File: config.mk
export PLATFORM = sky130hd
export DESIGN_NAME = reg_pipe
export DESIGN_NICKNAME = d
export VERILOG_FILES = /design/src/rtl/reactiontimer_pkg.sv /design/src/rtl/reg_pipe_stage.sv /design/src/rtl/reg_pipe.sv
export SDC_FILE = /design/constraint.sdc
export NUM_CORES = 1
export LEC_CHECK = 0
export CAP_MARGIN = 20
export CORE_UTILIZATION = 45
export CTS_CLUSTER_SIZE = 28
export DETAILED_ROUTE_END_ITERATION = 7
export DONT_BUFFER_PORTS = 1
export SLEW_MARGIN = 20
export SYNTH_ARGS = -nofsm -noshare
export SYNTH_HDL_FRONTEND = slang
export SYNTH_SLANG_ARGS = --single-unit
export TNS_END_PERCENT = 5
File: constraint.sdc
create_clock -name clk -period 3.77 [get_ports clk]
set_clock_uncertainty 0.15 [all_clocks]
set_input_delay 0.9425 -clock clk [delete_from_list [all_inputs] [get_ports clk]]
set_output_delay 0.9425 -clock clk [all_outputs]
set_load 0.05 [all_outputs]
File: src/rtl/reactiontimer_pkg.sv
// Shared constants and helpers for the ReactionTimer datapath.
// Timestamp event width and occupancy-counter sizing live here.
package reactiontimer_pkg;

    localparam int DATA_W = 8;

    // Bits needed to hold a count from 0 to depth inclusive.
    function automatic int count_width(input int depth);
        return (depth < 1) ? 1 : $clog2(depth + 1);
    endfunction

endpackage

File: src/rtl/reg_pipe_stage.sv
// One elastic register stage: a data word plus a valid bit. It advances whenever
// it is empty or the stage downstream of it is advancing.
module reg_pipe_stage
    import reactiontimer_pkg::*;
#(
    parameter int WIDTH = DATA_W
) (
    input  logic             clk,
    input  logic             reset,
    input  logic             enable,
    input  logic             flush,
    input  logic             src_valid,
    input  logic [WIDTH-1:0] src_data,
    input  logic             dn_ready,
    output logic             up_ready,
    output logic             valid,
    output logic [WIDTH-1:0] data,
    output logic             valid_next
);

    logic             valid_reg;
    logic [WIDTH-1:0] data_reg;
    logic             advance;

    assign up_ready = !valid_reg || dn_ready;
    assign advance  = enable && !flush && up_ready;

    // The next valid bit is exported so the top can count occupancy one edge early.
    always_comb begin
        valid_next = valid_reg;
        if (reset || flush) begin
            valid_next = 1'b0;
        end else if (advance) begin
            valid_next = src_valid;
        end
    end

    always_ff @(posedge clk) begin
        if (reset) begin
            valid_reg <= 1'b0;
            data_reg  <= '0;
        end else begin
            valid_reg <= valid_next;
            // Bubbles leave the data word untouched.
            if (advance && src_valid) begin
                data_reg <= src_data;
            end
        end
    end

    assign valid = valid_reg;
    assign data  = data_reg;

endmodule

File: src/rtl/reg_pipe.sv
// Elastic delay line of DEPTH registered stages with valid/ready handshake,
// global enable, synchronous flush and a registered occupancy count.
module reg_pipe
    import reactiontimer_pkg::*;
#(
    parameter int WIDTH = DATA_W,
    parameter int DEPTH = 4,
    parameter int CW    = count_width(DEPTH)
) (
    input  logic             clk,
    input  logic             reset,
    input  logic             enable,
    input  logic             flush,
    input  logic             in_valid,
    input  logic [WIDTH-1:0] in_data,
    output logic             in_ready,
    output logic             out_valid,
    output logic [WIDTH-1:0] out_data,
    input  logic             out_ready,
    output logic [CW-1:0]    count
);

    // Index i is the input side of stage i; index DEPTH is the pipe output.
    logic [DEPTH:0]   rdy;
    logic [DEPTH:0]   link_valid;
    logic [WIDTH-1:0] link_data [DEPTH+1];
    logic [DEPTH-1:0] valid_next;

    logic [CW-1:0]    count_reg;
    logic [CW-1:0]    count_next;

    assign rdy[DEPTH]   = out_ready;
    assign link_valid[0] = in_valid;
    assign link_data[0]  = in_data;

    generate
        for (genvar gi = 0; gi < DEPTH; gi++) begin : g_stage
            reg_pipe_stage #(
                .WIDTH(WIDTH)
            ) u_stage (
                .clk       (clk),
                .reset     (reset),
                .enable    (enable),
                .flush     (flush),
                .src_valid (link_valid[gi]),
                .src_data  (link_data[gi]),
                .dn_ready  (rdy[gi+1]),
                .up_ready  (rdy[gi]),
                .valid     (link_valid[gi+1]),
                .data      (link_data[gi+1]),
                .valid_next(valid_next[gi])
            );
        end
    endgenerate

    always_comb begin
        count_next = '0;
        for (int i = 0; i < DEPTH; i++) begin
            count_next = count_next + CW'(valid_next[i]);
        end
    end

    always_ff @(posedge clk) begin
        if (reset) begin
            count_reg <= '0;
        end else begin
            count_reg <= count_next;
        end
    end

    assign in_ready  = enable && !flush && !reset && rdy[0];
    assign out_valid = enable && link_valid[DEPTH];
    assign out_data  = link_data[DEPTH];
    assign count     = count_reg;

endmodule

=== Word-level counts from Yosys, hierarchy flattened ===
Cells that the tools add are included.

* RAM bits: 0
* Output and inout bits: 13
* Flip-flop bits (word level): 39
* Memories: 0
* Word-level logic and storage cells: 43
* Latch bits: 0
* ROM bits: 0

* Multipliers: 0
* Muxes and demuxes: 8
* Reductions and logical operators: 23
* Add/subtract/negate cells: 3
* Eq/ne operators: 0
* Bitwise operators: 0
* Div/mod/pow operators: 0
* Order comparisons: 0
* Shifts and indexed selects: 0

{| class="wikitable"
|+ Operators by type and width
! cell !! number
|-
| 1-bit logical AND || 12
|-
| 1-bit 2-to-1 mux || 8
|-
| 1-bit logical NOT || 6
|-
| 1-bit logical OR || 5
|-
| 2-bit by 1-bit adder with 3-bit output || 1
|-
| 3-bit by 1-bit adder with 3-bit output || 1
|-
| 1-bit by 1-bit adder with 2-bit output || 1
|}

=== Logic depth before layout (Yosys ltp) ===
Gate-level depths: netlist of the first run.

* Depth after elaboration: 11
* Gate-level depth with buffers: 9
* Gate-level depth less buffers: 8

=== By module ===
From an unflattened synthesis of the first run, not the netlist that was laid out.

* Cells, all modules: 180
* Area, all modules: 1850.5 um2

{| class="wikitable"
|+ By module, submodules not included
! module !! seq. area each (um2) !! instances !! cells an instance !! area an instance (um2)
|-
| reg_pipe_stage || 180.2 || 4 || 41 || 420.4
|-
| reg_pipe || 60.1 || 1 || 16 || 168.9
|}

=== Worst setup path before layout of the first run ===
No wires, ideal clock.

* Path type: input to output
* Start: input port flush
* End: output port in_ready
* Arrival time: 2.125 ns
* Data required time: 2.678 ns
* Slack: 0.552 ns
* Path buffers: 0
* Cell stages on the path: 3
* Cell sequence: nor2_1 -> nand2_1 -> a31oi_1

* Longest elaborated chain between the ends: 4

{| class="wikitable"
|+ Ends and longest elaborated chain
! element !! line !! RTL
|-
| start, declared || reg_pipe.sv:13 || <nowiki>input logic flush,</nowiki>
|-
| 1-bit logical NOT || reg_pipe.sv:71 || <nowiki>assign in_ready = enable && !flush && !reset && rdy[0];</nowiki>
|-
| 1-bit logical AND (3 in a row) || reg_pipe.sv:71 ||
|-
| end, declared || reg_pipe.sv:16 || <nowiki>output logic in_ready,</nowiki>
|}

No other way between the ends.

=== Worst setup path in the final report of the first run ===
Ends and elaborated chain as after synthesis.

==> reports/metrics.yaml, run 1 <==
grt_max_degree: 45
synth-warning-count: 0
core_region_area_um2: 3470
largest_register_ffs: 32
hold_slack_ps: 312
avgSynthCellArea_um2: 9.44
hpwl_um: 2040
first_pass_iters: 4
max_freq_mhz: 350
ys_ff_latch: 39
period_needed_ps: 2850
hold_class: "flip-flop to flip-flop"
cts_sinks: 39
vias: 1164
synthCells: 178
remaining_drc_errors: 0
cts_setup_buffers: 0
peakVddDrop_mv: 0.233
leakage_uw: 0.000680
status: "finished clean"
finalWeightedCongestion: 0.768
grt_pass1_wl_um: 4920
cts_tree: "done"
cts-root-buf: "clkbuf_8"
fin_tns_setup_ps: 0
cp-end-kind: "output pin"
vias_per_cell: 5.22
post-route-period-util_pct: 75.7
fin_cells: 223
multi_input_area_um2: 842
die_w_um: 63.1
synth_top_area_share_pct: 46.5
synth.distinct_cells: 26
ant_nets: 0
hold_viol: 0
antenna_found_initial: 0
yosysTopAreaCell: "dfxtp_1"
clkSlewWorstSetupHoldPaths_ps: 70
io_buffer_count: 0
slew_headroom_pct: 63.3
insertion_delay_ps: 290
initial_core_util_pct: 48.4
fillers: 360
arrival_ps: 1760
reg2reg_depth: 8
cp_max_fo: 9
rows: 21
ctsLongestPathBuffers: 2
grt.overflow.total: 0
htree_levels: 2
grt_pass1_vias: 1125
placed_cells: 215
cp.required_ps: 2680
drive_gt1_share_pct: 5.65
place_ws_ps: 618
cts_resized: 0
rsz0062_at_grt: "false"
design_area_um2: 1820
setup_slack_ps: 916
cap_violations: 0
slew_viol_final: 0
ff_latch_area_um2: 781
fp.dieArea_um2: 3980
wl_um: 2840
ios: 27
area_growth_pct: 8.12
synth_area_leaders: "dfxtp_1 46%, mux2i_1 9.5%, nand2b_1 9.3%, o21ai_0 5.7%, a21oi_1 4.8%"
drtIter0Drc: 27
start_kind: "input port"
worst_pin_slew_ps: 547
num_antenna_cells: 0
syn-cell-area_um2: 1680
path_class: "input port to output pin"
numCtsBuffers: 5
placedInstanceArea_um2: 1700
die_h_um: 63.1
finalSetupViolCount: 0
cts_hold_buf: 0
track_usage_pct: 15.8
synth.net_count: 195
nets: 193
hold_depth: 2
ys_seq_area_share_pct: 46.5
detail_route.wl_per_cell_um: 12.7
power.density_nw_per_um2: 437
worst max-delay path: stages:
cell and delay [ps]:
nor2_1 340, nand2_1 90, a31oi_1 160, buf_4 220
path summary, 6_finish.rpt:
kind         slack, ps                         end                  startpoint
max                920                    in_ready                       flush
min                310  g_stage[2].u_stage.data[3]  g_stage[1].u_stage.data[3]
max reg2reg       1180                    count[1]    g_stage[2].u_stage.valid
min reg2reg        310  g_stage[2].u_stage.data[3]  g_stage[1].u_stage.data[3]
cells in the mapped netlist, drive strengths merged:
| library cell | n |
|---|---|
| and2 | 4 |
| mux2i | 16 |
| a31oi | 2 |
| fa | 1 |
| dfxtp | 39 |
| inv | 3 |
| a21oi | 16 |
| nand2 | 4 |
| a21boi | 4 |
| and3b | 3 |
| ha | 2 |
| o21a | 2 |
| o21ai | 19 |
| nor2 | 1 |
| nand2b | 25 |
| nand4b | 2 |
| a22o | 1 |
| nand3 | 16 |
| and2b | 1 |
| clkbuf | 8 |
| buf | 2 |
| nand3b | 4 |
| nor2b | 3 |
final cells by class:
class	count	share of cell area, %
multi-input combinational	126	46.3
tap	46	3.17
clock buffer	6	4.55
clock inverter	2	1.93
timing repair buffer	1	0.413
inverter	3	0.620
sequential	39	43.0
cells by family (layout without fill, tap and decap cells):
logic type	after synthesis	count (layout)	share of synthesized area, %
compound gates	44	44	15.3
fa+ha+maj	3	3	2.68
buf+inv	13	12	3.42
flops	39	39	46.5
mux	16	16	9.53
simple gates	63	63	22.6
layout by cell type, fill, tap and decap left out, types with 3 or more instances in the layout:
master | synthesis | final
dfxtp_1 | 39 | 39
nand2b_1 | 25 | 25
o21ai_0 | 19 | 19
mux2i_1 | 16 | 16
nand3_1 | 16 | 16
a21oi_1 | 16 | 16
clkbuf_8 | 0 | 6
nand2_1 | 4 | 4
nand3b_1 | 4 | 4
and2_1 | 4 | 4
inv_1 | 3 | 3
and3b_1 | 3 | 3
nor2b_1 | 3 | 3
layer usage:
| layer | global-route usage (%) | share of wire (%) | vias up |
|---|---|---|---|
| met4 | 9.59 | 2.5 | 0 |
| met2 | 26.1 | 45 | 29 |
| li1 | - | - | 615 |
| met5 | 0 | 0 | - |
| met3 | 4.71 | 4.6 | 7 |
| met1 | 17.9 | 48 | 513 |
power breakdown:
group | internal, uW | switching (uW)
clock | 214 | 140
combinational | 12.9 | 9.02
sequential | 415 | 2.50
stage by stage:
stage | total power, uW | util (%)
global placement | 449 | 49.0
detailed placement | 450 | 49.0
floorplan | 452 | -
finish | 794 | 52.4
global route | 826 | 52.4
CTS | 806 | 52.4
No activity file was read; power rests on OpenSTA's default activity.
==> run 2, diff against run 1 <==
Clock period 3.77 ns to 2.5 ns, I/O delays scaled along.
==> reports/metrics.yaml, run 2 (same netlist as run 1, synthesis figures left out) <==
ios: 27  # unchanged
start_kind: "flip-flop"
slowest_delay_ps: 560  # +220 ps
hold_viol: 0  # unchanged
hp-start: "reset"
power.density_nw_per_um2: 580  # +33%
ant_nets: 0  # unchanged
ctsLongestPathBuffers: 2  # unchanged
antenna_found_initial: 0  # unchanged
cts_sinks: 39  # unchanged
remaining_drc_errors: 0  # unchanged
fp.dieArea_um2: 3980  # unchanged
arrival_ps: 2360  # +600 ps
grt_pass1_vias: 1138  # +1.2%
cp.required_ps: 2540  # -140 ps
detail_route.wl_per_cell_um: 12.9  # +1.5%
status: "finished clean"
grt_max_degree: 45  # unchanged
cp_slowest_cell: "fa_1"
fillers: 360  # unchanged
cts-root-buf: "clkbuf_8"
slew_headroom_pct: 63.3  # about the same
nets: 200  # +3.6%
vias: 1221  # +4.9%
r2r_start: "g_stage[3].u_stage.valid"
cts_tree: "done"
cp_max_fo: 7  # -2
drtIter0Drc: 57  # +110%
first_pass_iters: 4  # unchanged
max_freq_mhz: 431
rows: 21  # unchanged
power_frac_seq_pct: 59.0  # +6.4 points
hold_class: "input port to flip-flop"
grt_pass1_wl_um: 5200  # +5.8%
clkSlewWorstSetupHoldPaths_ps: 70  # about the same
initial_core_util_pct: 48.4  # unchanged
place_ws_ps: -221  # -839 ps
peakVddDrop_mv: 0.388  # +67%
drive_gt1_share_pct: 9.24  # +3.6 points
track_usage_pct: 16.9  # +1.1 points
power_switching_uw: 224  # +47%
clkPwrFrac_pct: 37.5  # -7.1 points
final_common_cell: "dfxtp_1"
cap_violations: 0  # unchanged
worstSetupStartpoint: "g_stage[3].u_stage.valid"
vias_per_cell: 5.31  # +1.7%
core_region_area_um2: 3470  # unchanged
post-route-period-util_pct: 92.8
path_class: "flip-flop to flip-flop"
area_growth_pct: 9.53
post-route-util_pct: 53.1  # +0.69 points
intPower_uw: 844  # +31%
crit_chain: "nand4b_1 > a21boi_1 > o21ai_0 > fa_1 > inv_1 > ha_1 > ha_1 > nor2b_1"
insertion_delay_ps: 290  # about the same
largest_register_ffs: 32  # unchanged
hpwl_um: 2140  # +5.1%
fin_cells: 230  # +3.1%
fin_tns_setup_ps: 0  # unchanged
htree_levels: 2  # unchanged
io_buffer_count: 0  # unchanged
setup_slack_ps: 180  # -736 ps
placed_cells: 222  # +3.3%
period_needed_ps: 2320
numCtsBuffers: 5  # unchanged
leakage_uw: 0.000698  # +2.7%
rsz0062_at_grt: "false"
finalWeightedCongestion: 0.757  # -1.4%
die_w_um: 63.1  # unchanged
hold_slack_ps: 252  # -60.5 ps
layout_common_cells: "38 x dfxtp_1, 25 x nand2b_1, 18 x o21ai_0"
worst_pin_slew_ps: 547  # -0.508 ps
grt.overflow.total: 0  # unchanged
cp-end-kind: "flip-flop"
cts_setup_buffers: 0  # unchanged
finalSetupViolCount: 0  # unchanged
swShare_pct: 20.9  # +1.8 points
slew_viol_final: 0  # unchanged
wl_um: 2980  # +4.6%
combPwrFrac_pct: 3.5  # +0.7 points
cp_common_cell: "ha_1"
die_h_um: 63.1  # unchanged
num_antenna_cells: 0  # unchanged
## run 2: changes by cell type in the layout (fill, tap and decap cells not counted), sizes merged
| cell | change |
|---|---|
| bufinv | -1 |
| clkbuf | +1 |
| buf | +7 |
## run 2: metrics by stage
stage / total power (uW) / cell area [um2]
after global placement: 681 / 1760
after floorplan: 682 / 1690
final: 1070 / 1840
after global routing: 1120 / 1840
after CTS: 1080 / 1840
after detailed placement: 682 / 1760
## run 2: final cells by class
class / instances / area (um2) / area share [%]
timing repair buffer: 8 / 60.1 / 3.26
multi-input combinational: 126 / 848 / 46.1
clock inverter: 1 / 5.00 / 0.272
clock buffer: 7 / 76.3 / 4.15
sequential: 39 / 782 / 42.5
tap: 46 / 57.6 / 3.13
inverter: 3 / 11.3 / 0.612
## run 2: path summary, 6_finish.rpt
kind,to,slack [ps],cells past startpoint
setup / recovery,count[1],180,8
hold reg to reg,g_stage[3].u_stage.data[6],310,2
setup reg to reg,count[1],180,8
hold / removal,g_stage[2].u_stage.data[7],250,1
## run 2: power by group through the flow
stage,registers (uW),clock network (uW),logic (uW)
2_1_floorplan,644,0,38.0
3_3_place_gp,644,0,36.9
3_5_place_dp,645,0,37.8
4_1_cts,630,415,37.8
5_1_grt,630,445,41.5
6_report,630,400,37.3
## run 2: routing by layer
layer  wire [um]  vias to the layer above  GRT usage [%]
li1            -                      633              -
met1        1400                      545           20.1
met2        1320                       36           26.9
met3         189                        7           5.62
met4          65                        0           8.72
met5           0                        -              0
## run 2: repair_timing
action	CTS	global route
endpoints found under the setup margin	0	2
gates resized for setup	0	2
hold buffers	0	0
endpoints found under the hold margin	0	0
## run 2: worst max-delay path: cells and delay by family, from the launching register on
| kind | cells | cell delay (ps) |
|---|---|---|
| compound gates | 2 | 380 |
| flops | 1 | 380 |
| buf+inv | 1 | 40 |
| simple gates | 2 | 270 |
| fa+ha+maj | 3 | 1010 |
==> run 3, diff against run 2 <==
Settings changed: SETUP_SLACK_MARGIN set to 0.2.
==> reports/metrics.yaml, run 3 (same netlist as run 1, synthesis figures left out) <==
status: "finished clean"
first_pass_iters: 4  # unchanged
antenna_found_initial: 0  # unchanged
final_common_cell: "dfxtp_1"
hpwl_um: 2140  # about the same
detail_route.wl_per_cell_um: 12.7  # -1.6%
p_total_uw: 1110  # +4.3%
remaining_drc_errors: 0  # unchanged
rsz0062_at_grt: "true"
vias: 1191  # -2.5%
hold_class: "input port to flip-flop"
grt_max_degree: 45  # unchanged
r2r_start: "g_stage[3].u_stage.valid"
reg2reg_depth: 8  # unchanged
finalWeightedCongestion: 0.732  # -3.4%
layout_common_cells: "38 x dfxtp_1, 25 x nand2b_1, 17 x o21ai_0"
fp.dieArea_um2: 3980  # unchanged
path_class: "flip-flop to flip-flop"
cts_setup_buffers: 0  # unchanged
start_kind: "flip-flop"
power.density_nw_per_um2: 599  # +3.3%
placedInstanceArea_um2: 1750  # -0.28%
cap_violations: 0  # unchanged
drive_gt1_share_pct: 10.9  # +1.7 points
design_area_um2: 1860  # +1.0%
slew_viol_final: 0  # unchanged
slew_headroom_pct: 63.2  # -0.10 points
ctsLongestPathBuffers: 2  # unchanged
cts_tree: "done"
io_buffer_count: 0  # unchanged
r2r-end: "count[1]"
insertion_delay_ps: 280  # about the same
rows: 21  # unchanged
finalSetupViolCount: 0  # unchanged
arrival_ps: 2260  # -100 ps
initial_core_util_pct: 48.4  # unchanged
cp-end-kind: "flip-flop"
num_antenna_cells: 0  # unchanged
wl_um: 2920  # -2.0%
largest_register_ffs: 32  # unchanged
placed_cells: 221  # -0.45%
worstSetupStartpoint: "g_stage[3].u_stage.valid"
post-route-util_pct: 53.6  # +0.54 points
cts_sinks: 39  # unchanged
place_ws_ps: -80.4  # +140 ps
setup_slack_ps: 262  # +82.3 ps
peakVddDrop_mv: 0.403  # +3.8%
clkSlewWorstSetupHoldPaths_ps: 70  # about the same
ant_nets: 0  # unchanged
hold_viol: 0  # unchanged
grt.overflow.total: 0  # unchanged
die_w_um: 63.1  # unchanged
area_growth_pct: 10.6
track_usage_pct: 16.0  # -0.95 points
die_h_um: 63.1  # unchanged
vias_per_cell: 5.20  # -2.0%
grt_pass1_wl_um: 5080  # -2.4%
period_needed_ps: 2240  # -82.3 ps
drtIter0Drc: 44  # -23%
post-route-period-util_pct: 89.5  # -3.3 points
crit_end: "count[1]"
nets: 199  # -0.50%
ios: 27  # unchanged
htree_levels: 2  # unchanged
worst_pin_slew_ps: 548  # +1.52 ps
ff2ff_setup_slack_ps: 260  # +80 ps
leakage_uw: 0.000700  # +0.25%
max_freq_mhz: 447  # +3.7%
core_region_area_um2: 3470  # unchanged
fin_cells: 229  # -0.43%
cts-root-buf: "clkbuf_8"
numCtsBuffers: 5  # unchanged
grt_pass1_vias: 1151  # +1.1%
cp_max_fo: 7  # unchanged
cp.required_ps: 2530  # about the same
run 3: routing by layer:
| layer | vias up | wire [um] | GRT usage [%] |
|---|---|---|---|
| met5 | - | 0 | 0 |
| met4 | 0 | 17 | 4.36 |
| met3 | 2 | 151 | 5.25 |
| met2 | 26 | 1380 | 26.6 |
| met1 | 538 | 1370 | 19.5 |
| li1 | 625 | - | - |
run 3: layout make-up:
| cell class | instances | area, um2 |
|---|---|---|
| Multi-Input combinational cell | 126 | 856 |
| Sequential cell | 39 | 782 |
| Timing Repair Buffer | 7 | 52.6 |
| Tap cell | 46 | 57.6 |
| Inverter | 3 | 11.3 |
| Fill cell | 359 | 1610 |
| Clock buffer | 8 | 100 |
run 3: repair_timing:
action / in CTS / in global routing
setup endpoints to repair: 2 / 3
hold endpoints to repair: 0 / 0
resized for setup: 1 / 3
hold buffers: 0 / 0
run 3: worst min path at each step:
stage                               start                          to  slack [ps]  depth (start not counted)
3_5_place_dp   g_stage[2].u_stage.data[4]  g_stage[3].u_stage.data[4]         310                          2
6_report                            reset  g_stage[2].u_stage.data[2]         270                          1
3_3_place_gp   g_stage[2].u_stage.data[4]  g_stage[3].u_stage.data[4]         300                          2
5_1_grt                             reset  g_stage[2].u_stage.data[4]         240                          1
4_1_cts                             reset  g_stage[2].u_stage.data[2]         250                          1
2_1_floorplan  g_stage[2].u_stage.data[0]  g_stage[3].u_stage.data[0]         290                          2
run 3: power breakdown:
part	internal, uW	switching (uW)	total [uW]	leakage (uW)
combinational	22.5	14.9	37.4	0.000333
sequential	627	3.64	630	0.000315
clock	252	195	447	0.0000515
total	901	214	1110	0.000700
run 3: through the flow:
stage | TNS (ps) | hold WS, ps
finish | 0 | 267
CTS | 0 | 253
global route | 0 | 239
global placement | 0 | 302
detailed placement | -80.4 | 305
floorplan | -8.12 | 290
run 3: critical path, cell delays in order (launching register included):
cell and delay (ps):
dfxtp_2 390, nand4b_1 160, a21boi_2 200, o21ai_1 110, fa_1 550, inv_1 40
ha_2 150, ha_1 260, nor2b_1 120
==> RTL edit, RTL diff (flow settings as in run 2) <==
Put one more register stage on the output `count`, with the module's reset. The value now appears one clock later. The other outputs are not delayed to match. Comments in the files are not updated.
--- a/src/rtl/reg_pipe.sv
+++ b/src/rtl/reg_pipe.sv
@@ -72,5 +72,11 @@
     assign out_valid = enable && link_valid[DEPTH];
     assign out_data  = link_data[DEPTH];
-    assign count     = count_reg;
+    always_ff @(posedge clk) begin
+        if (reset) begin
+            count <= '0;
+        end else begin
+            count <= count_reg;
+        end
+    end
 
 endmodule
Function: changed (Yosys sat finds a counterexample within 4 cycles, from zero or initial values and one cycle with reset high).
==> RTL edit against run 2 <==
- synthesized area up 5.1%
- final area up 6.7%
- largest cell class unchanged
- critical path depth unchanged
- sequential cell count up 3
- total power up 27%
- worst setup slack worse by 20 ps
- wire length up 2.6%
- non-clock buffer count down 3
- global-route usage down 0.16 points
==> RTL edit: results (changes against run 2) <==
Power and ir drop
The leakage power is 0.738 nW (+5.8%). The peak supply drop is 411 µV (+5.8%).

Routing
The first-iteration detailed-routing DRC count is 72 (+26%). The total routed wirelength is 3.05 mm (+2.6%). The total number of vias is 1220 (-0.082%).

Outcome
The run finished with clean final reports.

Global routing
The wire length of the first global-routing pass is 5.35 mm (+2.8%). The pin count of the biggest net entering global routing is 48 (+6.7%). The global routing usage summed across all routing layers was 0.167 (-0.00163).

Placed design
The number of placed instances, taps included was 227 (+2.3%). The final RePlAce weighted congestion is 0.750 (-0.91%). The worst setup slack before clock tree synthesis is -141 ps (+80.0 ps). The half-perimeter wire length of the detailed placement result is 2.12 mm (-1.2%).

Finish
The share of layout cells above drive strength 1 is 0.102 (+0.00921). The number of fillers in the final layout came to 346 (-3.9%).

Timing
The measured slew at the worst slew-check pin was 576 ps (+29.5 ps). The worst path setup slack after routing is 160 ps (-19.7 ps).

Synth
In the synthesized netlist, the cells that appear most often are sky130_fd_sc_hd__dfxtp_1 (42), sky130_fd_sc_hd__nand2b_1 (25), sky130_fd_sc_hd__o21ai_0 (18). By area the synthesized netlist is led by sky130_fd_sc_hd__dfxtp_1 (48%), sky130_fd_sc_hd__mux2i_1 (9.1%), sky130_fd_sc_hd__nand2b_1 (8.9%), sky130_fd_sc_hd__o21ai_0 (5.1%), sky130_fd_sc_hd__a21oi_1 (4.5%). The fraction of the mapped netlist area in adder cells is 0.0255 (-0.00129). The synthesized netlist net count was 202 (+3.6%). The fraction of the yosys area taken by sequential cells is 0.476 (+0.0116). The compound-gate portion of the synthesized area is 0.145 (-0.00736). The synthesized netlist cell count is 185 (+3.9%).

Worst setup path
The data arrival time of the critical path was 2390 ps (+30 ps). The capture point of the critical path is count_reg[1].

CTS
The clock buffer count from CTS is 5 (unchanged). The clock insertion delay at the later pin of the skew report is 300 ps.
RTL edit: worst min path at each step:
stage	end	slack, ps	cells past startpoint
after floorplan	count[0]	260	1
after global placement	count[0]	280	1
after detailed placement	count[1]	280	1
after CTS	g_stage[2].u_stage.data[7]	220	1
after global routing	g_stage[2].u_stage.data[0]	230	1
final	count_reg[1]	240	1
RTL edit: metal layers:
metal	global-route usage	up-vias	wire length, µm
li1	-	640	-
met1	0.205	546	1530
met2	0.261	28	1280
met3	0.0563	6	175
met4	0.0833	0	65
met5	0	-	0
RTL edit: power by group:
part           total, mW  switching [mW]  internal, mW
Combinational     0.0375          0.0152        0.0222
Clock              0.644           0.244         0.400
Sequential         0.677         0.00321         0.674
Total               1.36           0.263          1.10
RTL edit: logic make-up (layout without fill, tap and decap cells):
logic type	count (synthesis)	after routing
multiplexers	16	16
buffers and inverters	14	16
flip-flops	42	42
AO/OA/AOI/OAI	44	44
AND/OR/NAND/NOR	66	66
adder cells (fa/ha/maj)	3	3
RTL edit: area by class of cell:
class	instances	share of cell area
Clock buffer	5	0.0351
Clock inverter	3	0.0351
Inverter	3	0.00574
Multi-Input combinational cell	129	0.445
Sequential cell	42	0.430
Tap cell	48	0.0306
Timing Repair Buffer	5	0.0191
RTL edit: worst max-delay path, stage by stage (launching register included):
cell and delay [ps]:
sky130_fd_sc_hd__dfxtp_2 390, sky130_fd_sc_hd__nand4b_1 180, sky130_fd_sc_hd__a21boi_2 210, sky130_fd_sc_hd__o21ai_0 130
sky130_fd_sc_hd__fa_1 560, sky130_fd_sc_hd__inv_1 50, sky130_fd_sc_hd__ha_1 180, sky130_fd_sc_hd__ha_1 280
sky130_fd_sc_hd__nor2b_1 120
RTL edit: through the flow:
stage	hold WS, ps	power [mW]	area [µm²]
final	239	1.36	1960
after global routing	225	1.40	1960
after CTS	224	1.38	1960
after detailed placement	282	0.731	1820
after global placement	278	0.730	1820
after floorplan	264	0.733	1770
